$ cat src/rtl/operand_fetch_ctrl_pkg.sv
// Shared definitions for the operand fetch controller: FSM encoding, size defaults
// and ABI register names.
package operand_fetch_ctrl_pkg;
  localparam int XLEN_DEF  = 32;
  localparam int AW_DEF    = 5;
  localparam int TAG_W_DEF = 4;

  typedef enum logic [1:0] {S_IDLE, S_READ, S_CAPT, S_HOLD} state_e;

  localparam logic [4:0] REG_ZERO = 5'd0;
  localparam logic [4:0] REG_RA   = 5'd1;
  localparam logic [4:0] REG_SP   = 5'd2;
  localparam logic [4:0] REG_GP   = 5'd3;
  localparam logic [4:0] REG_TP   = 5'd4;
  localparam logic [4:0] REG_T0   = 5'd5;
  localparam logic [4:0] REG_T1   = 5'd6;
  localparam logic [4:0] REG_T2   = 5'd7;
  localparam logic [4:0] REG_S0   = 5'd8;
  localparam logic [4:0] REG_S1   = 5'd9;
  localparam logic [4:0] REG_A0   = 5'd10;
endpackage

$ cat src/rtl/operand_fetch_ctrl_scoreboard.sv
// Per-register pending-write tracker; x0 is never marked busy.
module reg_scoreboard
  import operand_fetch_ctrl_pkg::*;
#(
  parameter int AW = AW_DEF
) (
  input  logic          clk,
  input  logic          reset,
  input  logic          set_en_i,
  input  logic [AW-1:0] set_idx_i,
  input  logic          clr_en_i,
  input  logic [AW-1:0] clr_idx_i,
  input  logic          chk_use1_i,
  input  logic [AW-1:0] chk_idx1_i,
  input  logic          chk_use2_i,
  input  logic [AW-1:0] chk_idx2_i,
  input  logic          chk_wr_i,
  input  logic [AW-1:0] chk_rd_i,
  input  logic [AW-1:0] probe_idx_i,
  output logic          probe_busy_o,
  output logic          hazard_o
);
  localparam int NREG = 1 << AW;

  logic [NREG-1:0] busy_q, busy_d;

  always_comb begin
    busy_d = busy_q;
    if (clr_en_i) busy_d[clr_idx_i] = 1'b0;
    if (set_en_i) busy_d[set_idx_i] = 1'b1;
    busy_d[0] = 1'b0;
  end

  always_ff @(posedge clk) begin
    if (reset) busy_q <= '0;
    else       busy_q <= busy_d;
  end

  assign hazard_o = (chk_use1_i & busy_q[chk_idx1_i]) |
                    (chk_use2_i & busy_q[chk_idx2_i]) |
                    (chk_wr_i   & busy_q[chk_rd_i]);
  assign probe_busy_o = busy_q[probe_idx_i];
endmodule

$ cat src/rtl/operand_fetch_ctrl.sv
// Issue-side register file controller: reads rs1/rs2 over p0/p1, hands operands to
// execute, forwards writebacks to p2 and tracks pending writes.
module operand_fetch_ctrl
  import operand_fetch_ctrl_pkg::*;
#(
  parameter int XLEN  = XLEN_DEF,
  parameter int AW    = AW_DEF,
  parameter int TAG_W = TAG_W_DEF
) (
  input  logic             clk,
  input  logic             reset,
  input  logic             iss_valid,
  output logic             iss_ready,
  input  logic [AW-1:0]    iss_rs1,
  input  logic [AW-1:0]    iss_rs2,
  input  logic [AW-1:0]    iss_rd,
  input  logic             iss_use_rs1,
  input  logic             iss_use_rs2,
  input  logic             iss_wr_rd,
  input  logic [TAG_W-1:0] iss_tag,
  output logic             op_valid,
  input  logic             op_ready,
  output logic [XLEN-1:0]  op_rs1_val,
  output logic [XLEN-1:0]  op_rs2_val,
  output logic [AW-1:0]    op_rd,
  output logic             op_wr_rd,
  output logic [TAG_W-1:0] op_tag,
  input  logic             wb_valid,
  input  logic [AW-1:0]    wb_rd,
  input  logic [XLEN-1:0]  wb_data,
  output logic [AW-1:0]    rf_addr_p0,
  output logic [AW-1:0]    rf_addr_p1,
  output logic             rf_re_p0,
  output logic             rf_re_p1,
  input  logic [XLEN-1:0]  rf_dout_p0,
  input  logic [XLEN-1:0]  rf_dout_p1,
  output logic [AW-1:0]    rf_addr_p2,
  output logic             rf_we_p2,
  output logic [XLEN-1:0]  rf_din_p2,
  output logic             err_wb_unexp
);
  state_e            state_q, state_d;
  logic [AW-1:0]     rs1_q, rs1_d, rs2_q, rs2_d, rd_q, rd_d;
  logic              use1_q, use1_d, use2_q, use2_d, wr_q, wr_d;
  logic [TAG_W-1:0]  tag_q, tag_d;
  logic              op_valid_q, op_valid_d;
  logic [XLEN-1:0]   v1_q, v1_d, v2_q, v2_d;
  logic              we_q, err_q;
  logic [AW-1:0]     waddr_q;
  logic [XLEN-1:0]   wdata_q;
  logic              hazard, probe_busy, set_en, wb_take, wb_unexp;

  reg_scoreboard #(.AW(AW)) u_sb (
    .clk         (clk),
    .reset       (reset),
    .set_en_i    (set_en),
    .set_idx_i   (iss_rd),
    .clr_en_i    (we_q),
    .clr_idx_i   (waddr_q),
    .chk_use1_i  (iss_use_rs1),
    .chk_idx1_i  (iss_rs1),
    .chk_use2_i  (iss_use_rs2),
    .chk_idx2_i  (iss_rs2),
    .chk_wr_i    (iss_wr_rd),
    .chk_rd_i    (iss_rd),
    .probe_idx_i (wb_rd),
    .probe_busy_o(probe_busy),
    .hazard_o    (hazard)
  );

  always_comb begin
    state_d    = state_q;
    rs1_d      = rs1_q;
    rs2_d      = rs2_q;
    rd_d       = rd_q;
    use1_d     = use1_q;
    use2_d     = use2_q;
    wr_d       = wr_q;
    tag_d      = tag_q;
    op_valid_d = op_valid_q;
    v1_d       = v1_q;
    v2_d       = v2_q;
    set_en     = 1'b0;
    iss_ready  = 1'b0;
    case (state_q)
      S_IDLE: begin
        iss_ready = ~hazard;
        if (iss_valid && !hazard) begin
          rs1_d   = iss_rs1;
          rs2_d   = iss_rs2;
          rd_d    = iss_rd;
          use1_d  = iss_use_rs1;
          use2_d  = iss_use_rs2;
          wr_d    = iss_wr_rd;
          tag_d   = iss_tag;
          set_en  = iss_wr_rd;
          state_d = S_READ;
        end
      end
      S_READ: state_d = S_CAPT;
      S_CAPT: begin
        // x0 and unused operands read as zero whatever the array returns
        v1_d       = (use1_q && rs1_q != '0) ? rf_dout_p0 : '0;
        v2_d       = (use2_q && rs2_q != '0) ? rf_dout_p1 : '0;
        op_valid_d = 1'b1;
        state_d    = S_HOLD;
      end
      S_HOLD: begin
        if (op_ready) begin
          op_valid_d = 1'b0;
          state_d    = S_IDLE;
        end
      end
      default: state_d = S_IDLE;
    endcase
  end

  always_ff @(posedge clk) begin
    if (reset) begin
      state_q    <= S_IDLE;
      rs1_q      <= '0;
      rs2_q      <= '0;
      rd_q       <= '0;
      use1_q     <= 1'b0;
      use2_q     <= 1'b0;
      wr_q       <= 1'b0;
      tag_q      <= '0;
      op_valid_q <= 1'b0;
      v1_q       <= '0;
      v2_q       <= '0;
    end else begin
      state_q    <= state_d;
      rs1_q      <= rs1_d;
      rs2_q      <= rs2_d;
      rd_q       <= rd_d;
      use1_q     <= use1_d;
      use2_q     <= use2_d;
      wr_q       <= wr_d;
      tag_q      <= tag_d;
      op_valid_q <= op_valid_d;
      v1_q       <= v1_d;
      v2_q       <= v2_d;
    end
  end

  // Writeback path runs independently of the issue FSM
  assign wb_take  = wb_valid && (wb_rd != '0);
  assign wb_unexp = wb_take && !probe_busy && !(we_q && waddr_q == wb_rd);

  always_ff @(posedge clk) begin
    if (reset) begin
      we_q    <= 1'b0;
      waddr_q <= '0;
      wdata_q <= '0;
      err_q   <= 1'b0;
    end else begin
      we_q <= wb_take;
      if (wb_take) begin
        waddr_q <= wb_rd;
        wdata_q <= wb_data;
      end
      if (wb_unexp) err_q <= 1'b1;
    end
  end

  assign op_valid     = op_valid_q;
  assign op_rs1_val   = v1_q;
  assign op_rs2_val   = v2_q;
  assign op_rd        = rd_q;
  assign op_wr_rd     = wr_q;
  assign op_tag       = tag_q;
  assign rf_addr_p0   = rs1_q;
  assign rf_addr_p1   = rs2_q;
  assign rf_re_p0     = (state_q == S_READ) && use1_q;
  assign rf_re_p1     = (state_q == S_READ) && use2_q;
  assign rf_addr_p2   = waddr_q;
  assign rf_we_p2     = we_q;
  assign rf_din_p2    = wdata_q;
  assign err_wb_unexp = err_q;
endmodule

$ cat config.mk
export PLATFORM = sky130hd
export DESIGN_NAME = operand_fetch_ctrl
export DESIGN_NICKNAME = d
export VERILOG_FILES = /design/src/rtl/operand_fetch_ctrl_pkg.sv /design/src/rtl/operand_fetch_ctrl_scoreboard.sv /design/src/rtl/operand_fetch_ctrl.sv
export SDC_FILE = /design/constraint.sdc
export NUM_CORES = 1
export LEC_CHECK = 0
export BUFFER_PORTS_ARGS = -buffer_cell sky130_fd_sc_hd__buf_4
export CORE_MARGIN = 5
export CORE_UTILIZATION = 46
export CTS_BUF_LIST = sky130_fd_sc_hd__clkbuf_4
export CTS_CLUSTER_DIAMETER = 120
export CTS_CLUSTER_SIZE = 14
export DETAILED_ROUTE_END_ITERATION = 10
export GPL_TIMING_DRIVEN = 0
export PLACE_DENSITY_LB_ADDON = 0.3
export SLEW_MARGIN = 20
export SYNTH_ARGS = -nofsm -noshare
export SYNTH_HDL_FRONTEND = slang
export SYNTH_HIERARCHICAL = 1
export SYNTH_SLANG_ARGS = --single-unit
export TNS_END_PERCENT = 20
$ cat constraint.sdc
create_clock -name clk -period 3 [get_ports clk]
set_clock_uncertainty 0.1 [all_clocks]
set_input_delay 0.3 -clock clk [delete_from_list [all_inputs] [get_ports clk]]
set_output_delay 0.3 -clock clk [all_outputs]
set_load 0.01 [all_outputs]
## Word-level counts from Yosys, hierarchy flattened

Cells that the tools add are included.

| storage, ports and cells | value |
|---|---|
| flip-flop bits (word level) | 160 |
| bits of input ports | 128 |
| word-level logic and storage cells | 85 |

| cells by class | value |
|---|---|
| $lt $le $gt $ge | 7 |
| equality and inequality tests | 6 |
| multiplexer cells | 24 |
| bitwise operators | 9 |
| reduce and logical (&&, ||, !) cells | 22 |

Operator list:

| cell | number |
|---|---|
| 32-bit two-way mux | 4 |
| 32-bit bitwise AND | 1 |
| 32-bit NOT | 1 |
| 32-bit bitwise OR | 1 |
| 5-bit by 6-bit < comparator with 1-bit output, second input constant | 5 |
| 1-bit binary-select mux with 5-bit select | 4 |
| 5-bit nonzero test | 3 |
| 1-bit logical AND | 11 |
| 1-bit demux with 5-bit select | 2 |
| 5-bit by 1-bit greater-or-equal comparator with 1-bit output, second input constant | 2 |
| 1-bit two-way mux | 10 |
| 2-bit case mux with 4 select lines | 1 |
| 2-bit AND reduction | 3 |
| 5-bit equality test | 1 |
| 2-bit equality test, second input constant | 2 |
| 2-bit two-way mux | 2 |
| 2-bit inequality test, second input constant | 2 |
| 1-bit bitwise AND | 3 |
| 1-bit zero test | 3 |
| 2-bit by 1-bit equality test with 1-bit output, second input constant | 1 |
| 2-bit zero test | 1 |
| 1-bit bitwise OR | 2 |
| 1-bit case mux with 2 select lines | 1 |
| 2-bit nonzero test | 1 |
| 1-bit NOT | 1 |

## Longest topological paths before layout

Gate-level depths: netlist of run 1.

| depth | value |
|---|---|
| depth after elaboration | 10 |
| mapped depth | 14 |

## By module

The synthesis of run 1 kept the hierarchy.

Modules (own cells, without submodules):

| module | times used | cells an instance | area an instance (um^2) | sequential area each (um^2) |
|---|---|---|---|---|
| operand_fetch_ctrl | 1 | 584 | 4,974.8 | 2,562.5 |
| reg_scoreboard | 1 | 245 | 2,304.7 | 620.6 |

## Least setup slack after synthesis of run 1

OpenSTA, ideal clock, no wires.

| timing path | value |
|---|---|
| path kind | input -> register |
| start | input port iss_rs1[3] |
| end | register u_sb.busy_q[4] |
| library setup time | 0.070 ns |
| arrival | 3.091 ns |
| data required time | 2.830 ns |
| setup slack | -0.262 ns |
| stages | 12 |
| path through | clkbuf_1 > mux4_2 > mux4_2 > nand3_1 > nand4_1 > nor2b_1 > and2_0 > nand2_1 > inv_1 > nor3b_1 > nand2_1 > a21oi_1 |

| between the ends | value |
|---|---|
| cells in the longest elaborated chain, start to end | 10 |

RTL lines:

| element | line | source |
|---|---|---|
| start: declaration | operand_fetch_ctrl.sv:14 | `input logic [AW-1:0] iss_rs1,` |
| 1-bit binary-select mux with 5-bit select | operand_fetch_ctrl_scoreboard.sv:39 | `assign hazard_o = (chk_use1_i & busy_q[chk_idx1_i]) \|` |
| 1-bit two-way mux (implied by the code) | operand_fetch_ctrl_scoreboard.sv:39 |  |
| 1-bit bitwise AND | operand_fetch_ctrl_scoreboard.sv:39 |  |
| 1-bit bitwise OR | operand_fetch_ctrl_scoreboard.sv:39 |  |
| 1-bit bitwise OR | operand_fetch_ctrl_scoreboard.sv:40 | `(chk_use2_i & busy_q[chk_idx2_i]) \|` |
| named net hazard | operand_fetch_ctrl.sv:51 | `logic hazard, probe_busy, set_en, wb_take, wb_unexp;` |
| 1-bit zero test | operand_fetch_ctrl.sv:88 | `if (iss_valid && !hazard) begin` |
| 1-bit logical AND | operand_fetch_ctrl.sv:88 |  |
| 1-bit two-way mux | operand_fetch_ctrl.sv:88 |  |
| 1-bit two-way mux | operand_fetch_ctrl.sv:85 | `case (state_q)` |
| named net set_en | operand_fetch_ctrl.sv:51 |  |
| 32-bit two-way mux | operand_fetch_ctrl_scoreboard.sv:30 | `if (set_en_i) busy_d[set_idx_i] = 1'b1;` |
| end signal: assignment | operand_fetch_ctrl_scoreboard.sv:36 | `else busy_q <= busy_d;` |
| end: declaration | operand_fetch_ctrl_scoreboard.sv:25 | `logic [NREG-1:0] busy_q, busy_d;` |

The timed path passes the listed nets, and every way through them passes these cells. The select of a mux whose other input is x is not followed.
A chain may end at the register's enable or synchronous reset.

## Final worst setup path of run 1

| timing path | value |
|---|---|
| start | register u_sb.busy_q[22] |
| end | output port iss_ready |

| between the ends | value |
|---|---|
| cells in the longest elaborated chain, start to end | 7 |
| elaborated cells on any way between the ends | 13 |

RTL lines:

| element | line | source |
|---|---|---|
| 1-bit binary-select mux with 5-bit select (on tied branches) | operand_fetch_ctrl_scoreboard.sv:39, operand_fetch_ctrl_scoreboard.sv:40 |  |
| 1-bit two-way mux (on tied branches) | operand_fetch_ctrl_scoreboard.sv:39, operand_fetch_ctrl_scoreboard.sv:40 |  |
| 1-bit bitwise AND (on tied branches) | operand_fetch_ctrl_scoreboard.sv:39, operand_fetch_ctrl_scoreboard.sv:40 |  |
| 1-bit bitwise OR | operand_fetch_ctrl_scoreboard.sv:39 |  |
| 1-bit bitwise OR (*) | operand_fetch_ctrl_scoreboard.sv:40 |  |
| named net hazard | operand_fetch_ctrl.sv:51 |  |
| 1-bit NOT (*) | operand_fetch_ctrl.sv:87 | `iss_ready = ~hazard;` |
| 1-bit two-way mux (*) | operand_fetch_ctrl.sv:85 |  |
| end: declaration | operand_fetch_ctrl.sv:13 | `output logic iss_ready,` |

The timed path passes the listed nets; every way through them passes the cells marked *. The select of a mux whose other input is x is not followed.

==> run_results.csv, run 1 <==
group,metric,value,unit
timing,setup_viol,0,
power_and_ir_drop,ir_drop,0.000262,V
yosys,syn_inst,829,
power_and_ir_drop,p_leak,4.46,nW
yosys,synthArstFlopShare,0,%
power_and_ir_drop,p_sw_share,31.9,%
routing,vias,7987,
yosys,synth_xor_area_share,0.602,%
worst_setup_path,critPathKind,"reg2out",
worst_setup_path,crit_top_cell,"mux4_2",
clock_tree,numCtsBuffers,17,
grt,use_met3,7.24,%
routing,drt_iter0_drc,600,
timing,timing.final.crit_share,98.1,%
yosys,yosys.area.top_type,"dfxtp_1",
grt,use_met1,34.3,%
timing,tns,0,ns
finish,final_util,71.9,%
yosys,syn_area,7280,um^2
clock_tree,clock_sinks,159,
die,io_pins,255,
grt,grt_max_degree,17,
grt,use_met2,49.2,%
power_and_ir_drop,seq_power_share,46.0,%
clock_tree,cts.clk_slew.worst_paths,0.12,ns
grt,top_usage_layer,"met2",
yosys,ys_top_cells_by_area,"dfxtp_1 (44%), a21oi_1 (9.4%), mux4_2 (9.0%), nand2_1 (7.3%), nand2b_1 (5.7%)",
yosys,synth_edf_count,0,
yosys,ys_ff_latch,159,
finish,synthToLayoutAreaGrowth,55.1,%
clock_tree,clk_path_buf_depth,2,
clock_tree,root_buffer,"clkbuf_4",
yosys,synth_area_per_cell,8.78,um^2
place,place.gp.congestion,0.903,
power_and_ir_drop,power_density,442,nW/um^2
yosys,synth_flop_cell,"dfxtp_1",
timing,hold_viol,0,
yosys,yosys.cell_count.top_type,"dfxtp_1",
place,port_buffers,254,
die,fp.dieH,136,um
yosys,synth_nets,962,
grt,grt_usage,28.6,%
routing,via_per_inst,5.42,
routing,postRouteWirelength,27500,um
grt,antenna_found_initial,1,
clock_tree,h-tree-depth,4,
grt,grt_pass1_wl,41400,um
yosys,ys_warn_count,6,
worst_setup_path,max_stage_delay,0.48,ns
timing,holdWs,0.0519,ns
worst_setup_path,crit_chain,"buf_6, mux4_2, mux4_2, nand3_2, nand4_1, nor2b_2, buf_4",
timing,rsz0062_at_grt,"yes",
timing,min_period,2.94,ns
job,cap_viol_max_count,0,
timing,drv_slew,0,
grt,grt_pass1_vias,7811,
worst_hold_path,hp-class,"in2reg",
die,fp.dieArea,18400,um^2
worst_setup_path,slowest_stage,"mux4_2",
die,core,15700,um^2
worst_setup_path,start_kind,"flip-flop",
finish,drive_gt1_share,33.8,%
die,rows,46,
routing,dr.pass1.iters,7,
grt,overflow,0,
outcome,status,"completed",
power_and_ir_drop,p_int,3.40,mW
power_and_ir_drop,pwr-share-clk,25.6,%
clock_tree,cts_tree,"built",
power_and_ir_drop,switching_power,1.59,mW
yosys,ys_types,47,
yosys,synth_compound_area_share,15.7,%
finish,fin_nets,1372,
place,dpl.hpwl,17900,um
worst_setup_path,critical_path.max_fanout,4,
yosys,yosys.area_share.simple,23.8,%
power_and_ir_drop,combPwrFrac,28.4,%
worst_setup_path,endpoint_kind,"primary output",
yosys,netlist.area_leader.share,43.7,%
clock_tree,clk_latency,0.57,ns
yosys,muxShareOfSynthArea,11.3,%
yosys,synth_top_family_by_area,"simple AND/OR/NAND/NOR gates",
routing,drc,0,
routing,postRouteAntennaNets,0,
yosys,synth-seq-area-share,43.7,%
timing,tightest_slew,0.720,ns
die,initial_core_util,46.3,%
yosys,synth_commonest_cells,"dfxtp_1 (159), nand2_1 (142), a21oi_1 (137), nand3_1 (68), nand2b_1 (66)",
worst_setup_path,cp.arrival,2.54,ns
die,fp.dieW,136,um
timing,max_freq,0.340,GHz
yosys,yosys.area_share.adder,0.859,%
timing,max_slew_margin,52.0,%
routing,wire_per_inst,18.7,um
worst_setup_path,worstPathRequired,2.60,ns
==> sequential cells by signal (all words and copies together) (netlist names), 5 cells and up <==
signal	count
rf_addr_p0	5
op_rs1_val	32
rf_din_p2	32
op_rd	5
rf_addr_p2	5
rf_addr_p1	5
u_sb/busy_q	31
op_rs2_val	32
==> layout by cell type (no fill, tap or decap), types with 29 or more instances in the layout <==
cell type / synthesis / final
nand2_1: 142 / 139
nand2b_1: 66 / 66
a21oi_1: 137 / 124
dlygate4sd3_1: 0 / 132
dfxtp_1: 159 / 145
buf_4: 0 / 255
a21oi_2: 20 / 33
clkbuf_1: 46 / 42
mux4_2: 29 / 29
o21ai_0: 32 / 32
nand3_1: 68 / 67
==> routing by layer <==
metal	vias to the layer above	share of wire, %	wire [um]
li1	3710	-	-
met1	3766	37	10300
met2	417	49	13500
met3	94	9.7	2660
met4	0	3.6	984
met5	-	0	0
==> critical path: cells and delay by family, from the launching register on <==
family / cells / cell delay (ns)
muxes: 2 / 0.93
buffers and inverters: 2 / 0.27
and+or+nand+nor: 3 / 0.41
DFF: 1 / 0.36
==> per-stage QoR <==
stage               cells  cell area, um^2  total power [mW]  setup slack (ns)
floorplan             829             7290              3.03            0.0197
CTS                  1467            11100              4.97           -0.0494
detailed placement   1299             9470              3.55            -0.839
finish               1474            11300              4.99            0.0583
global route         1469            11300              5.24            -0.108
global placement     1299             9470              3.54            -0.814
==> area by class of cell <==
class,count,area (um^2)
diodes,6,15.0
plain buffers,59,284
clock buffers,20,150
clock inverters,12,120
fillers,1147,4420
inverters,6,25.0
multi-input cells,604,3910
flip-flops and latches,159,3210
well taps,216,270
repair buffers,392,3310
==> what timing repair did <==
action                                  CTS  global route
setup buffers                             4             1
gates resized for setup                  18            41
endpoints found under the setup margin   32            53
pin swaps                                 5             7
endpoints found under the hold margin   133             0
hold buffers                            133             0
==> power groups by stage <==
stage / sequential (mW) / clock, mW / combinational, mW
after floorplan: 2.37 / 0 / 0.662
after global placement: 2.34 / 0 / 1.19
after detailed placement: 2.35 / 0 / 1.20
after CTS: 2.30 / 1.30 / 1.37
after global routing: 2.31 / 1.39 / 1.53
final: 2.30 / 1.28 / 1.42
==> path summary, 6_finish.rpt <==
| path | startpoint | depth (start not counted) | slack (ns) | end |
|---|---|---|---|---|
| setup / recovery | u_sb/busy_q[22]$_SDFF_PP0_ | 7 | 0.06 | iss_ready |
| hold / removal | iss_rd[2] | 4 | 0.05 | u_sb/busy_q[24]$_SDFF_PP0_ |
| setup reg to reg | u_sb/busy_q[22]$_SDFF_PP0_ | 13 | 0.10 | u_sb/busy_q[16]$_SDFF_PP0_ |
| hold reg to reg | rf_din_p2[27]$_SDFFE_PP0P_ | 2 | 0.36 | rf_din_p2[27]$_SDFFE_PP0P_ |
==> logic make-up after synthesis <==
| logic type | after synthesis |
|---|---|
| adders and majority gates | 5 |
| and+or+nand+nor | 345 |
| xor gates and xnor gates | 5 |
| AOI/OAI and AO/OA | 204 |
| muxes | 45 |
| buffers and inverters | 66 |
| DFF | 159 |
(Power assumes the default switching activity.)
==> run 2: changes to the inputs <==
--- a/config.mk
+++ b/config.mk
@@ -5,6 +5,7 @@
 export SDC_FILE = /design/constraint.sdc
 export NUM_CORES = 1
 export LEC_CHECK = 0
+export ABC_AREA = 1
 export BUFFER_PORTS_ARGS = -buffer_cell sky130_fd_sc_hd__buf_4
 export CORE_MARGIN = 5
 export CORE_UTILIZATION = 46
==> constraint.sdc (replaced) <==
create_clock -name clk -period 3 [get_ports clk]
set_clock_uncertainty 0.1 [all_clocks]
set_input_delay 0.3 -clock clk [delete_from_list [all_inputs] [get_ports clk]]
set_output_delay 0.3 -clock clk [all_outputs]
set_load 0.005 [all_outputs]
==> run_results.csv, run 2 <==
group,metric,value,unit
yosys,synthArstFlopShare,0,%
clock_tree,clock_sinks,159,
yosys,synth_compound_area_share,20.6,%
power_and_ir_drop,pwr-share-clk,21.1,%
grt,grt_max_degree,17,
worst_setup_path,critPathKind,"in2out",
yosys,synth_xor_area_share,0,%
yosys,synth_area_per_cell,6.90,um^2
timing,rsz0062_at_grt,"yes",
grt,grt_pass1_vias,8958,
yosys,syn_inst,1082,
finish,final_util,70.5,%
finish,final_common_cell,"buf_4",
finish,final_cell_mix,"buf_4 (263), nand2_1 (242), dfxtp_1 (159), o21ai_0 (150)",
outcome,status,"completed",
finish,drive_gt1_share,23.4,%
clock_tree,post_cts_buffers,0,
die,core,15900,um^2
die,io_pins,255,
place,port_buffers,254,
clock_tree,cts.clk_slew.worst_paths,0.12,ns
power_and_ir_drop,combPwrFrac,34.7,%
finish,synthToLayoutAreaGrowth,50.2,%
routing,drc,0,
yosys,synth_commonest_cells,"nand2_1 (242), dfxtp_1 (159), o21ai_0 (150), a21oi_1 (127), nand3_1 (113)",
timing,hold_viol,0,
yosys,yosys.cell_count.top_type,"nand2_1",
routing,wire_per_inst,17.9,um
job,cap_viol_max_count,0,
yosys,syn_area,7460,um^2
timing,max_freq,0.343,GHz
worst_setup_path,slowest_stage,"dlygate4sd3_1",
yosys,ys_types,25,
timing,min_period,2.91,ns
timing,tns,0,ns
die,fp.dieArea,18900,um^2
power_and_ir_drop,p_int,4.01,mW
yosys,yosys.area_share.adder,0.838,%
worst_setup_path,cp.arrival,2.51,ns
grt,grt_pass1_wl,46000,um
yosys,synth_flop_cell,"dfxtp_1",
yosys,synth_nets,1215,
routing,postRouteAntennaNets,0,
routing,postRouteWirelength,30600,um
clock_tree,numCtsBuffers,17,
die,rows,46,
worst_hold_path,min_delay_path_depth,4,
power_and_ir_drop,power_density,552,nW/um^2
clock_tree,clk_path_buf_depth,2,
worst_hold_path,hp-class,"in2reg",
yosys,netlist.area_leader.share,42.7,%
die,fp.dieH,137,um
power_and_ir_drop,p_sw_share,35.1,%
yosys,ys_top_cells_by_area,"dfxtp_1 (43%), nand2_1 (12%), o21ai_0 (10%), a21oi_1 (8.5%), nand3_1 (7.6%)",
power_and_ir_drop,ir_drop,0.000397,V
power_and_ir_drop,seq_power_share,44.1,%
timing,fin_ws,0.0880,ns
timing,max_slew_margin,63.3,%
grt,grt_usage,31.0,%
clock_tree,cts_tree,"built",
die,fp.dieW,137,um
worst_setup_path,start_kind,"primary input",
timing,timing.final.crit_share,97.1,%
die,initial_core_util,47.0,%
yosys,ys_ff_latch,159,
worst_setup_path,reg2regPathDepth,15,
routing,dr.pass1.iters,7,
yosys,synth_top_family_by_area,"simple AND/OR/NAND/NOR gates",
worst_setup_path,max_stage_delay,0.56,ns
power_and_ir_drop,p_leak,5.00,nW
yosys,yosys.area.top_type,"dfxtp_1",
finish,n_fill_cell,1274,
routing,vias,9295,
yosys,muxShareOfSynthArea,0,%
yosys,yosys.area_share.simple,26.0,%
worst_setup_path,crit_top_cell,"nand3_1",
timing,tightest_slew,0.547,ns
place,pre_cts_ws,0.111,ns
yosys,synth-seq-area-share,42.7,%
worst_setup_path,endpoint_kind,"primary output",
worst_setup_path,critical_path.max_fanout,10,
clock_tree,h-tree-depth,4,
finish,fin_nets,1615,
place,dpl.hpwl,21000,um
yosys,ys_warn_count,6,
grt,overflow,0,
clock_tree,clk_latency,0.56,ns
power_and_ir_drop,switching_power,2.17,mW
clock_tree,root_buffer,"clkbuf_4",
routing,via_per_inst,5.43,
place,place.gp.congestion,0.975,
grt,antenna_found_initial,1,
routing,drt_iter0_drc,896,
timing,drv_slew,0,
timing,setup_viol,0,
place,dpl_cell_area,9640,um^2
finish,fin_area,11200,um^2
worst_setup_path,worstPathRequired,2.60,ns
yosys,synth_edf_count,0,
worst_setup_path,crit_chain,"dlygate4sd3_1, buf_4, buf_2, inv_2, nand3_1, nand3_1, nand2_1, nand2_1, nand3_1, nand3_1, nand3_1, nor2_4, buf_4, buf_4",
[run 2: cell types whose count changed in the layout (fill, tap and decap cells not counted), moves of 11 or more]
| cell | before | now |
|---|---|---|
| a21oi_2 | 33 | 2 |
| buf_2 | 7 | 25 |
| clkbuf_1 | 42 | 17 |
| dfxtp_1 | 145 | 159 |
| inv_1 | 5 | 80 |
| mux4_2 | 29 | 0 |
| nand2_1 | 139 | 242 |
| nand2_2 | 22 | 0 |
| nand2b_1 | 66 | 0 |
| nand3_1 | 67 | 113 |
| nor2_1 | 9 | 92 |
| o21ai_0 | 32 | 150 |
| o21ai_1 | 0 | 11 |
[run 2: final cells by class]
class	instances	area [um^2]	area share (%)
Inverter	88	333	2.97
Tap cell	216	270	2.41
Sequential cell	159	3180	28.4
Buffer	65	414	3.70
Antenna cell	2	5.00	0.0447
Timing Repair Buffer	381	3180	28.4
Clock buffer	19	143	1.27
Multi-Input combinational cell	770	3550	31.6
Clock inverter	12	134	1.19
[run 2: worst paths after layout]
kind                              start                         end  slack [ns]
max                          iss_rs1[1]                   iss_ready        0.09
min                           iss_rd[0]  u_sb/busy_q[22]$_SDFF_PP0_        0.04
max reg2reg  u_sb/busy_q[10]$_SDFF_PP0_   u_sb/busy_q[4]$_SDFF_PP0_        0.43
min reg2reg      op_tag[1]$_SDFFE_PP0P_      op_tag[1]$_SDFFE_PP0P_        0.37
[run 2: through the flow]
stage	hold WS [ns]	std cells	power, mW
floorplan	0.269	1082	3.61
global placement	0.338	1552	4.63
detailed placement	0.357	1552	4.67
CTS	0.0125	1710	6.10
global route	0.0170	1711	6.52
finish	0.0353	1712	6.19
[run 2: layer usage]
metal | global-route usage (%) | vias up | wire, um
met5 | 0 | - | 0
met4 | 15.5 | 0 | 1700
met3 | 9.09 | 129 | 3170
met2 | 49.1 | 587 | 13900
met1 | 38.6 | 4209 | 11800
li1 | - | 4370 | -
[run 2: cells by family after synthesis]
logic type / count (synthesis)
simple gates: 465
flops: 159
buf+inv: 153
compound gates: 300
fa+ha+maj: 5
[run 2: power by group through the flow]
stage | logic (mW) | clock network, mW | registers, mW
global placement | 1.90 | 0 | 2.74
detailed placement | 1.93 | 0 | 2.74
CTS | 2.08 | 1.32 | 2.70
global route | 2.35 | 1.41 | 2.76
floorplan | 0.870 | 0 | 2.74
finish | 2.15 | 1.31 | 2.73
[run 2: critical path, delay by kind of cell]
kind                   cells  cell delay (ns)
buffers and inverters      6             1.39
and+or+nand+nor            8             0.80
[run 2: repair_timing]
action / in CTS / in global routing
endpoints found under the setup margin: 0 / 24
resized for setup: 0 / 5
hold buffers: 127 / 0
hold endpoints to repair: 125 / 0
==> run 3: changes to the inputs <==
==> constraint.sdc (replaced) <==
create_clock -name clk -period 3 [get_ports clk]
set_clock_uncertainty 0.1 [all_clocks]
set_input_delay 0.6 -clock clk [delete_from_list [all_inputs] [get_ports clk]]
set_output_delay 0.6 -clock clk [all_outputs]
set_load 0.005 [all_outputs]
==> run_results.csv, run 3 (synthesized netlist as in run 2, its figures left out) <==
group,metric,value,unit
outcome,status,"completed",
timing,setup_viol,0,
place,place.gp.congestion,0.975,
timing,drv_slew,0,
place,dp_cells,1552,
worst_setup_path,cp.arrival,2.20,ns
worst_setup_path,start_kind,"flip-flop",
timing,hold_viol,0,
finish,final_common_cell,"buf_4",
die,fp.dieH,137,um
die,rows,46,
clock_tree,clock_sinks,159,
worst_setup_path,critical_path.max_fanout,10,
routing,postRouteAntennaNets,0,
worst_setup_path,slowest_stage,"dfxtp_1",
timing,min_period,2.90,ns
timing,max_slew_margin,54.9,%
finish,layout.cells.non_filler,1585,
power_and_ir_drop,power_density,599,nW/um^2
grt,grt_usage,27.6,%
worst_hold_path,hp-class,"in2reg",
worst_setup_path,crit_chain,"inv_1, nand2_1, nand3_1, nand3_1, nand3_1, nand3_1, nand3_1, nand3_2, nor2_4, buf_6, buf_4",
routing,via_per_inst,5.33,
timing,tns,0,ns
routing,vias,8453,
power_and_ir_drop,ir_drop,0.000397,V
grt,antenna_found_initial,1,
routing,drc,0,
timing,timing.final.crit_share,96.5,%
grt,overflow,0,
clock_tree,cts.clk_slew.worst_paths,0.12,ns
finish,final_cell_mix,"buf_4 (263), nand2_1 (242), dfxtp_1 (155), o21ai_0 (150), a21oi_1 (127)",
grt,grt_pass1_vias,7798,
clock_tree,clk_latency,0.56,ns
die,io_pins,255,
routing,dr.pass1.iters,5,
timing,tightest_slew,0.675,ns
finish,fin_nets,1489,
clock_tree,cts_tree,"built",
clock_tree,h-tree-depth,4,
worst_setup_path,endpoint_kind,"primary output",
worst_setup_path,critPathKind,"reg2out",
clock_tree,numCtsBuffers,17,
grt,grt_pass1_wl,40600,um
grt,grt_max_degree,17,
routing,wire_per_inst,17.2,um
clock_tree,clk_path_buf_depth,2,
routing,drt_iter0_drc,766,
job,cap_viol_max_count,0,
routing,postRouteWirelength,27200,um
worst_setup_path,crit_top_cell,"nand3_1",
finish,drive_gt1_share,26.2,%
place,dpl.hpwl,21000,um
die,initial_core_util,47.0,%
power_and_ir_drop,p_leak,4.48,nW
place,port_buffers,254,
finish,synthToLayoutAreaGrowth,33.2,%
timing,max_freq,0.345,GHz
worst_setup_path,max_stage_delay,0.48,ns
die,fp.dieW,137,um
die,fp.dieArea,18900,um^2
clock_tree,root_buffer,"clkbuf_4",
power_and_ir_drop,power,5.95,mW
die,core,15900,um^2
worst_setup_path,worstPathRequired,2.30,ns
## run 3: cell count changes in the layout (fill, tap and decap cells not counted), moves of 4 or more
cell,delta
dfxtp_2,+4
inv_1,-5
dfxtp_1,-4
inv_2,+5
dlygate4sd3_1,-127
## run 3: critical path: cells and delay by family (launching register included)
| kind | cells | cell delay (ns) |
|---|---|---|
| and+or+nand+nor | 8 | 0.78 |
| buffers and inverters | 3 | 0.39 |
| DFF | 1 | 0.48 |
## run 3: cell type report
type | count | area [um^2]
fill | 1511 | 5940
multi-input combinational | 770 | 3540
sequential | 159 | 3190
timing repair buffer | 255 | 1910
buffer | 65 | 418
inverter | 88 | 333
tap | 216 | 270
clock buffer | 19 | 143
clock inverter | 12 | 134
antenna | 1 | 2.50
## run 3: path summary, 6_finish.rpt
| check | startpoint | to | slack (ns) | cells past startpoint |
|---|---|---|---|---|
| max | u_sb/busy_q[28]$_SDFF_PP0_ | iss_ready | 0.10 | 11 |
| min | reset | u_sb/busy_q[7]$_SDFF_PP0_ | 0.16 | 2 |
| max reg2reg | u_sb/busy_q[30]$_SDFF_PP0_ | u_sb/busy_q[26]$_SDFF_PP0_ | 0.32 | 16 |
| min reg2reg | op_tag[1]$_SDFFE_PP0P_ | op_tag[1]$_SDFFE_PP0P_ | 0.37 | 2 |
## run 3: where the power goes
part | leakage (nW) | switching (mW) | internal, mW | total, mW
clock network | 0.140 | 0.778 | 0.514 | 1.29
registers | 1.30 | 0.216 | 2.49 | 2.71
logic | 3.04 | 1.05 | 0.909 | 1.96
total | 4.48 | 2.04 | 3.91 | 5.95
## run 3: stage by stage
step / hold slack (ns) / instance area, um^2 / setup WS [ns] / utilization, %
floorplan: 0.343 / 7460 / 0.554 / -
global placement: 0.338 / 9640 / -0.200 / 60.7
detailed placement: 0.357 / 9640 / -0.189 / 60.7
CTS: 0.128 / 9930 / 0.0239 / 62.5
global route: 0.132 / 9940 / -0.00849 / 62.6
finish: 0.163 / 9940 / 0.105 / 62.6
## run 3: what timing repair did
action / 4_1_cts / 5_1_grt
setup endpoints to repair: 1 / 1
setup buffers: 1 / 0
pin swaps: 1 / 0
hold buffers: 0 / 0
gates resized for setup: 1 / 11
## run 3: metal layers
metal	GRT usage (%)	routed length, um	up-vias
met2	42.9	12300	440
met3	8.84	3130	69
met1	36.1	10900	3825
met4	9.70	878	0
li1	-	-	4119
met5	0	0	-
